--- src/rtl/overture_sequencer_pkg.sv ---
// Shared decode constants, FSM states and condition evaluation for the OVERTURE sequencer.
package overture_sequencer_pkg;

  typedef enum logic [1:0] {
    MODE_IMM  = 2'b00,
    MODE_CALC = 2'b01,
    MODE_COPY = 2'b10,
    MODE_COND = 2'b11
  } mode_e;

  typedef enum logic [2:0] {
    ALU_OR   = 3'd0,
    ALU_NAND = 3'd1,
    ALU_NOR  = 3'd2,
    ALU_AND  = 3'd3,
    ALU_ADD  = 3'd4,
    ALU_SUB  = 3'd5
  } alu_op_e;

  typedef enum logic [2:0] {
    CC_NEVER  = 3'd0,
    CC_EQ     = 3'd1,
    CC_LT     = 3'd2,
    CC_LE     = 3'd3,
    CC_ALWAYS = 3'd4,
    CC_NE     = 3'd5,
    CC_GE     = 3'd6,
    CC_GT     = 3'd7
  } cond_e;

  typedef enum logic [1:0] {
    ST_FETCH  = 2'd0,
    ST_EXEC   = 2'd1,
    ST_INWAIT = 2'd2
  } state_e;

  localparam logic [2:0] IDX_IN  = 3'd6;
  localparam logic [2:0] IDX_OUT = 3'd7;

  // R3 is tested as a signed byte.
  function automatic logic cond_true(input cond_e cc, input logic [7:0] v);
    logic zero;
    logic neg;
    logic res;
    zero = (v == 8'd0);
    neg  = v[7];
    case (cc)
      CC_NEVER:  res = 1'b0;
      CC_EQ:     res = zero;
      CC_LT:     res = neg;
      CC_LE:     res = neg | zero;
      CC_ALWAYS: res = 1'b1;
      CC_NE:     res = ~zero;
      CC_GE:     res = ~neg;
      CC_GT:     res = ~neg & ~zero;
      default:   res = 1'b0;
    endcase
    return res;
  endfunction

endpackage

--- src/rtl/overture_sequencer_regfile.sv ---
// R0-R5 storage: one write port, one combinational read port, fixed R0..R3 taps.
module overture_regfile
  import overture_sequencer_pkg::*;
#(
  parameter int UUID = 0
) (
  input  logic       clk,
  input  logic       rst,
  input  logic       we,
  input  logic [2:0] widx,
  input  logic [7:0] wdata,
  input  logic [2:0] ridx,
  output logic [7:0] rdata,
  output logic [7:0] r0,
  output logic [7:0] r1,
  output logic [7:0] r2,
  output logic [7:0] r3
);

  logic [5:0][7:0] regs;
  logic            unused_uuid;

  assign unused_uuid = ^UUID;

  // Indexes 6 (input) and 7 (output/zero) have no storage behind them.
  always_ff @(posedge clk or posedge rst) begin
    if (rst)                      regs <= '0;
    else if (we && widx < IDX_IN) regs[widx] <= wdata;
  end

  assign rdata = (ridx < IDX_IN) ? regs[ridx] : 8'd0;
  assign r0    = regs[0];
  assign r1    = regs[1];
  assign r2    = regs[2];
  assign r3    = regs[3];

endmodule

--- src/rtl/overture_sequencer.sv ---
// OVERTURE instruction sequencer: fetch/exec/inwait FSM, register file, ALU drive and byte I/O.
module overture_sequencer
  import overture_sequencer_pkg::*;
#(
  parameter int    UUID = 0,
  parameter string NAME = ""
) (
  input  logic       clk,
  input  logic       rst,
  output logic [7:0] prog_addr,
  output logic       prog_req,
  input  logic       prog_valid,
  input  logic [7:0] prog_data,
  output logic [7:0] alu_code,
  output logic [7:0] alu_a,
  output logic [7:0] alu_b,
  input  logic [7:0] alu_result,
  input  logic [7:0] in_data,
  input  logic       in_valid,
  output logic       in_ready,
  output logic [7:0] out_data,
  output logic       out_valid
);

  state_e     state, state_nxt;
  logic [7:0] pc, pc_nxt, ir;
  logic       we, out_load;
  logic [2:0] widx, src, dst;
  logic [7:0] wdata, rdata, r0, r3;
  mode_e      mode;
  logic       unused_params;

  assign unused_params = (NAME == "") ^ UUID[0];

  assign mode = mode_e'(ir[7:6]);
  assign src  = ir[5:3];
  assign dst  = ir[2:0];

  overture_regfile #(.UUID(UUID ^ 32'h1)) u_regfile (
    .clk   (clk),
    .rst   (rst),
    .we    (we),
    .widx  (widx),
    .wdata (wdata),
    .ridx  (src),
    .rdata (rdata),
    .r0    (r0),
    .r1    (alu_a),
    .r2    (alu_b),
    .r3    (r3)
  );

  assign prog_addr = pc;
  assign prog_req  = (state == ST_FETCH) && !rst;
  assign alu_code  = {5'b0, ir[2:0]};

  always_comb begin
    state_nxt = state;
    pc_nxt    = pc;
    we        = 1'b0;
    widx      = dst;
    wdata     = rdata;
    out_load  = 1'b0;
    in_ready  = 1'b0;
    case (state)
      ST_FETCH: if (prog_valid) state_nxt = ST_EXEC;
      ST_EXEC: begin
        state_nxt = ST_FETCH;
        pc_nxt    = pc + 8'd1;
        case (mode)
          MODE_IMM: begin
            we    = 1'b1;
            widx  = 3'd0;
            wdata = {2'b00, ir[5:0]};
          end
          MODE_CALC: begin
            we    = 1'b1;
            widx  = 3'd3;
            wdata = alu_result;
          end
          MODE_COPY: begin
            if (src == IDX_IN) begin
              // Input copies retire from INWAIT, so the PC holds here.
              state_nxt = ST_INWAIT;
              pc_nxt    = pc;
            end else begin
              we       = 1'b1;
              out_load = (dst == IDX_OUT);
            end
          end
          MODE_COND: if (cond_true(cond_e'(ir[2:0]), r3)) pc_nxt = r0;
        endcase
      end
      ST_INWAIT: begin
        in_ready = in_valid;
        wdata    = in_data;
        if (in_valid) begin
          we        = 1'b1;
          out_load  = (dst == IDX_OUT);
          pc_nxt    = pc + 8'd1;
          state_nxt = ST_FETCH;
        end
      end
      default: state_nxt = ST_FETCH;
    endcase
  end

  always_ff @(posedge clk or posedge rst) begin
    if (rst) begin
      state     <= ST_FETCH;
      pc        <= 8'd0;
      ir        <= 8'd0;
      out_data  <= 8'd0;
      out_valid <= 1'b0;
    end else begin
      state     <= state_nxt;
      pc        <= pc_nxt;
      out_valid <= out_load;
      if (state == ST_FETCH && prog_valid) ir <= prog_data;
      if (out_load) out_data <= wdata;
    end
  end

endmodule

--- config.mk ---
export PLATFORM = sky130hd
export DESIGN_NAME = overture_sequencer
export DESIGN_NICKNAME = d
export VERILOG_FILES = /design/src/rtl/overture_sequencer_pkg.sv /design/src/rtl/overture_sequencer_regfile.sv /design/src/rtl/overture_sequencer.sv
export SDC_FILE = /design/constraint.sdc
export NUM_CORES = 1
export LEC_CHECK = 0
export ABC_AREA = 1
export CAP_MARGIN = 30
export CELL_PAD_IN_SITES_DETAIL_PLACEMENT = 0
export CELL_PAD_IN_SITES_GLOBAL_PLACEMENT = 1
export CORE_MARGIN = 8
export CORE_UTILIZATION = 43
export DETAILED_ROUTE_END_ITERATION = 8
export GPL_TIMING_DRIVEN = 0
export PLACE_DENSITY = 0.94
export RECOVER_POWER = 50
export SLEW_MARGIN = 10
export SYNTH_ARGS = -nofsm -noshare
export SYNTH_HDL_FRONTEND = slang
export SYNTH_SLANG_ARGS = --single-unit
--- constraint.sdc ---
create_clock -name clk -period 4.4 [get_ports clk]
set_input_delay 0.88 -clock clk [delete_from_list [all_inputs] [get_ports clk]]
set_output_delay 0.88 -clock clk [all_outputs]
set_load 0.02 [all_outputs]
==> results of run 1 <==
## per-layer routing
| metal | vias to the layer above | track usage [%] | wire [um] | part of all wire (%) |
|---|---|---|---|---|
| met1 | 1896 | 23.4 | 5500 | 44 |
| met2 | 140 | 31.0 | 5940 | 48 |
| met4 | 0 | 9.22 | 320 | 2.6 |
| met3 | 23 | 2.64 | 737 | 5.9 |
| met5 | - | 0 | 0 | 0 |
| li1 | 1957 | - | - | - |
## flip-flops by register name, summed over array words and instances, names as in the netlist
signal and cells:
ir 8, out_data 8, out_valid 1, prog_addr 8, state 2, u_regfile.r0 8, u_regfile.r1 8, u_regfile.r2 8
u_regfile.r3 8, u_regfile.regs 16
## kinds of logic (layout without fill, tap and decap cells)
logic type / after synthesis / in the layout / share of synthesized area [%]
buffers and inverters: 91 / 173 / 11.5
adder cells (fa/ha/maj): 4 / 4 / 1.15
XOR/XNOR: 5 / 5 / 1.01
flip-flops: 75 / 75 / 43.1
other: 1 / 5 / 0.0862
AND/OR/NAND/NOR: 297 / 297 / 31.4
AO/OA/AOI/OAI: 87 / 87 / 11.7
## worst max path at each step
stage,cells after the start,to,from,slack (ns)
final,4,in_ready,in_valid,1.27
after global routing,3,ir[5]$_DFFE_PP0P_,rst,1.02
after CTS,4,in_ready,in_valid,1.28
after detailed placement,4,in_ready,in_valid,1.29
after global placement,2,u_regfile.r2[2]$_DFFE_PP0P_,rst,0.33
after floorplan,1,ir[0]$_DFFE_PP0P_,rst,1.61
## layout by cell type, fill, tap and decap left out, drive strengths merged
master         synthesis  routed
a21oi                 24      24
a31oi                  2       2
buf                   40      37
clkbuf                 1      17
clkdlybuf4s50          0      62
clkinv                 1       6
clkinvlp               0       1
conb                   1       5
dfrtp                 75      75
dlygate4sd3            0       3
ha                     4       4
inv                   49      47
nand2                182     182
nand3                 61      61
nand4                 11      11
nor2                  39      39
nor3                   3       3
nor4                   1       1
o211ai                10      10
o21ai                 49      49
o22ai                  2       2
xnor2                  2       2
xor2                   3       3
## per-stage QoR
step / instance area, um2 / cells / util [%]
finish: 5350 / 779 / 54.4
global route: 5350 / 779 / 54.4
CTS: 5400 / 779 / 55.0
detailed placement: 5210 / 763 / 53.1
global placement: 5180 / 762 / 52.8
floorplan: 4370 / 564 / -
## Yosys cell counts, drive strengths merged
cell type and count:
a31oi 2, a21oi 24, ha 4, clkinv 1, dfrtp 75, conb 1, o211ai 10, nand4 11
nor2 39, clkbuf 1, nor3 3, buf 40, nor4 1, nand2 182, inv 49, o21ai 49
o22ai 2, xor2 3, xnor2 2, nand3 61
## worst min-delay path: cells and delay by family, from the launching register on
| family | cells | cell delay [ns] |
|---|---|---|
| simple gates | 2 | 0.10 |
| flops | 1 | 0.35 |
## cell type report
type / instances / area (um2)
clock buffers: 12 / 165
multi-input cells: 398 / 1960
repair buffers: 66 / 656
inverters: 50 / 198
flip-flops and latches: 75 / 1880
clock inverters: 4 / 23.8
plain buffers: 41 / 302
well taps: 133 / 166
fillers: 1008 / 4470
## power by group through the flow
stage	clock network, mW	registers, mW	logic [mW]
floorplan	0	1.22	1.20
global placement	0	1.18	1.85
detailed placement	0	1.19	1.89
CTS	0.523	1.17	1.90
global route	0.553	1.21	2.05
finish	0.520	1.18	1.87
==> results.cfg, run 1 <==
[worst_setup_path]
critPathArrivalTime_ns = 2.25
crit_chain = dlygate4sd3_1 > nand2_1 > inv_1 > clkdlybuf4s50_1
start_kind = input port
worst_path_max_delay_cell = clkdlybuf4s50_1
cp-end-kind = primary output
timing.rr.end = out_data[3]$_DFFE_PP0P_
crit_type = in -> out
reg2reg_depth = 9
r2r_start = state[0]$_DFFE_PP0P_
cp_top_family = buffers and inverters
worstPathBufferInverterCount = 3
worstPathRequired_ns = 3.52
cp_max_fo = 3
rrSetupSlack_ns = 1.68
critPathMaxStageDelay_ns = 0.60

[grt]
grtUsageTotal_pct = 18.7
grt_max_degree = 55
grt_pass1_wl_mm = 19.5
grt-ovfl-total = 0
antenna_found_initial = 0
grt_pass1_vias = 3894

[worst_hold_path]
hold_path_class = reg -> reg
min-delay-start = u_regfile.regs[39]$_DFFE_PP0P_
hold_path_depth = 2
whs_endpoint = u_regfile.regs[39]$_DFFE_PP0P_

[timing]
holdWs_ns = 0.488
rsz0062_at_grt = false
setup_tns_ns = 0
worst_pin_slew_ns = 1.38
max_freq_mhz = 319
final_hold_viol_count = 0
fin_worst_skew_ns = 0.0155
final-max-slew-violation-count = 0
setup_viol = 0
period_minus_slack_ns = 3.13
fin_crit_sh_pct = 71.2
slew_headroom_pct = 8.21
layout_setup_ws_ns = 1.27

[cts]
cts_resized = 0
postCtsHoldBufs = 0
clkTransAtPathRegs_ns = 0.09
root_buffer = clkbuf_8
post_cts_buffers = 0
h-tree-depth = 3
clk_path_buf_depth = 2
cts_tree = done
cts_sinks = 75
clkLatencyLatePin_ns = 0.36
cts_buffers = 9

[finish]
area_growth_pct = 22.8
nNetsFinal = 673
drive_gt1_share_pct = 15.0
n_antenna_cell = 0

[logic_synthesis]
postSynthCellCount = 560
synthTopCellsByArea = dfrtp_1 (43%), nand2_1 (15%), nand3_1 (6.2%)
yosysWarnings = 0
syn_area_um2 = 4350
synth.top_cell.area_share_pct = 43.1
synth_top_area_cell = dfrtp_1
ys_ff_latch = 75
ys_seq_area_share_pct = 43.1
ys_types = 37
avgSynthCellArea_um2 = 7.77

[detailed_routing]
drt_iter0_markers = 273
drc_errors = 0
post_drt_via_cell_ratio = 5.16
routed_wl_mm = 12.5
antenna_left = 0
dr.pass1.iters = 5
wire_per_inst_um = 16.0
vias = 4016

[die]
start_util_pct = 44.3
rows = 36
ioPinCount = 71
die_area_um2 = 13600
die_w_um = 117
core_region_area_um2 = 9820
die_y_um = 117

[placement]
dp_hpwl_mm = 9.21
gp_congestion = 0.862
portBuffers = 65
preCtsSetupSlack_ns = 1.29

[power_and_ir_drop]
pwr-share-comb_pct = 52.5
power_frac_seq_pct = 33.0
p_int_mw = 1.96
p_clk_share_pct = 14.6
p_per_area_nw_per_um2 = 667
p_sw_share_pct = 45.1
ir_worst_vdd_v = 0.000265
fin_total_pwr_mw = 3.57
power.leakage_nw = 2.53
p_sw_mw = 1.61

[status]
outcome = completed

[run]
maxCapViolations = 0
No activity file was read; power rests on OpenSTA's default activity.
==> inputs of run 2 (changes only) <==
CORE_UTILIZATION = 39   (was 43)
PLACE_DENSITY = 0.87   (was 0.94)
clock period = 2.9 ns   (was 4.4 ns; I/O delays follow)
==> results.cfg, run 2 (synthesis gave the netlist of run 1 again) <==
[status]
outcome = completed

[die]
start_util_pct = 40.0
die_y_um = 122
ioPinCount = 71
die_w_um = 122
core_region_area_um2 = 10900
rows = 38
die_area_um2 = 14800

[finish]
n_antenna_cell = 0
top_register = u_regfile.regs
layout_commonest_cell = nand2_1
multiInputGateArea_um2 = 1980
nNetsFinal = 673
drive_gt1_share_pct = 15.5
ff_latch_area_um2 = 1880
area_growth_pct = 24.4
fillers = 1087
layout_common_cells = nand2_1 (174), dfrtp_1 (75), clkdlybuf4s50_1 (56), nand3_1 (54), inv_1 (36)
largest_reg_flops = 16
final_cell_area_um2 = 5420

[worst_hold_path]
whs_endpoint = out_data[5]$_DFFE_PP0P_
hold_path_depth = 2
hold_path_class = reg -> reg
min-delay-start = out_data[5]$_DFFE_PP0P_

[cts]
clkLatencyLatePin_ns = 0.36
clk_path_buf_depth = 2
root_buffer = clkbuf_8
postCtsHoldBufs = 0
post_cts_buffers = 0
cts_resized = 0
cts_tree = done
h-tree-depth = 3
cts_buffers = 9
clkTransAtPathRegs_ns = 0.07
cts_sinks = 75

[power_and_ir_drop]
power.leakage_nw = 2.55
p_per_area_nw_per_um2 = 1010
ir_worst_vdd_v = 0.000373

[run]
maxCapViolations = 0

[placement]
portBuffers = 65
gp_congestion = 0.862
dp_hpwl_mm = 9.29
placed_cell_area_um2 = 5220

[timing]
fin_crit_sh_pct = 84.5
holdWs_ns = 0.477
rsz0062_at_grt = false
final_hold_viol_count = 0
final-max-slew-violation-count = 0
fin_worst_skew_ns = 0.0110
worst_pin_slew_ns = 1.10
setup_viol = 0
max_freq_mhz = 408
slew_headroom_pct = 26.1
period_minus_slack_ns = 2.45

[detailed_routing]
post_drt_via_cell_ratio = 5.06
drt_iter0_markers = 325
routed_wl_mm = 12.6
wire_per_inst_um = 16.0
antenna_left = 0
drc_errors = 0
dr.pass1.iters = 5
vias = 3977

[grt]
grt-ovfl-total = 0
grt_max_degree = 54
grt_pass1_wl_mm = 20.3
antenna_found_initial = 0
grtUsageTotal_pct = 17.4
grt_pass1_vias = 4003

[worst_setup_path]
cp-end-kind = primary output
reg2reg_depth = 9
rrSetupSlack_ns = 0.57
start_kind = input port
crit_type = in -> out
timing.rr.end = out_data[3]$_DFFE_PP0P_
cp_max_fo = 3
worstPathRequired_ns = 2.32
r2r_start = state[1]$_DFFE_PP0P_
critPathArrivalTime_ns = 1.87
run 2: changes by cell type in the layout (fill, tap and decap cells not counted), sizes merged:
| cell | before | now |
|---|---|---|
| clkdlybuf4s50 | 62 | 56 |
| dlygate4sd3 | 3 | 9 |
| clkinv | 6 | 1 |
| buf | 37 | 40 |
| bufinv | 0 | 1 |
| inv | 47 | 48 |
run 2: per-stage QoR:
| step | total power, mW | utilization [%] | worst slack [ns] | setup TNS [ns] | instances |
|---|---|---|---|---|---|
| finish | 5.49 | 49.7 | 0.449 | 0 | 786 |
| CTS | 5.54 | 49.9 | 0.379 | 0 | 786 |
| global route | 5.89 | 49.7 | 0.367 | 0 | 786 |
| global placement | 4.62 | 47.7 | -0.888 | -66.28 | 769 |
| floorplan | 3.66 | - | 0.410 | 0 | 564 |
| detailed placement | 4.68 | 48.0 | 0.386 | 0 | 770 |
run 2: critical path, cell delays in order:
cell,delay (ns)
clkdlybuf4s50_1,0.51
nand2_1,0.12
inv_1,0.07
clkdlybuf4s50_1,0.59
run 2: worst max-delay path by stage:
stage	from	endpoint	slack (ns)	cells after the start
4_1_cts	in_valid	in_ready	0.38	4
5_1_grt	state[1]$_DFFE_PP0P_	out_data[3]$_DFFE_PP0P_	0.37	9
3_3_place_gp	rst	out_data[0]$_DFFE_PP0P_	-0.89	2
3_5_place_dp	in_valid	in_ready	0.39	4
2_1_floorplan	rst	ir[0]$_DFFE_PP0P_	0.41	1
6_report	in_valid	in_ready	0.45	4
run 2: cell type report:
type	count	share of cell area, %
Inverter	50	3.65
Tap cell	140	3.23
Buffer	41	5.61
Sequential cell	75	34.7
Multi-Input combinational cell	398	36.5
Timing Repair Buffer	66	12.5
Clock buffer	15	3.26
Clock inverter	1	0.555
run 2: routing by layer:
layer / GRT usage (%) / wire length (um)
met5: 0 / 0
met4: 8.17 / 353
met3: 3.61 / 771
met2: 28.5 / 5990
met1: 21.5 / 5450
run 2: power breakdown:
part           total, mW  switching [mW]  internal, mW
Clock              0.858           0.387         0.470
Sequential          1.78           0.318          1.46
Combinational       2.86            1.73          1.13
Total               5.49            2.44          3.06
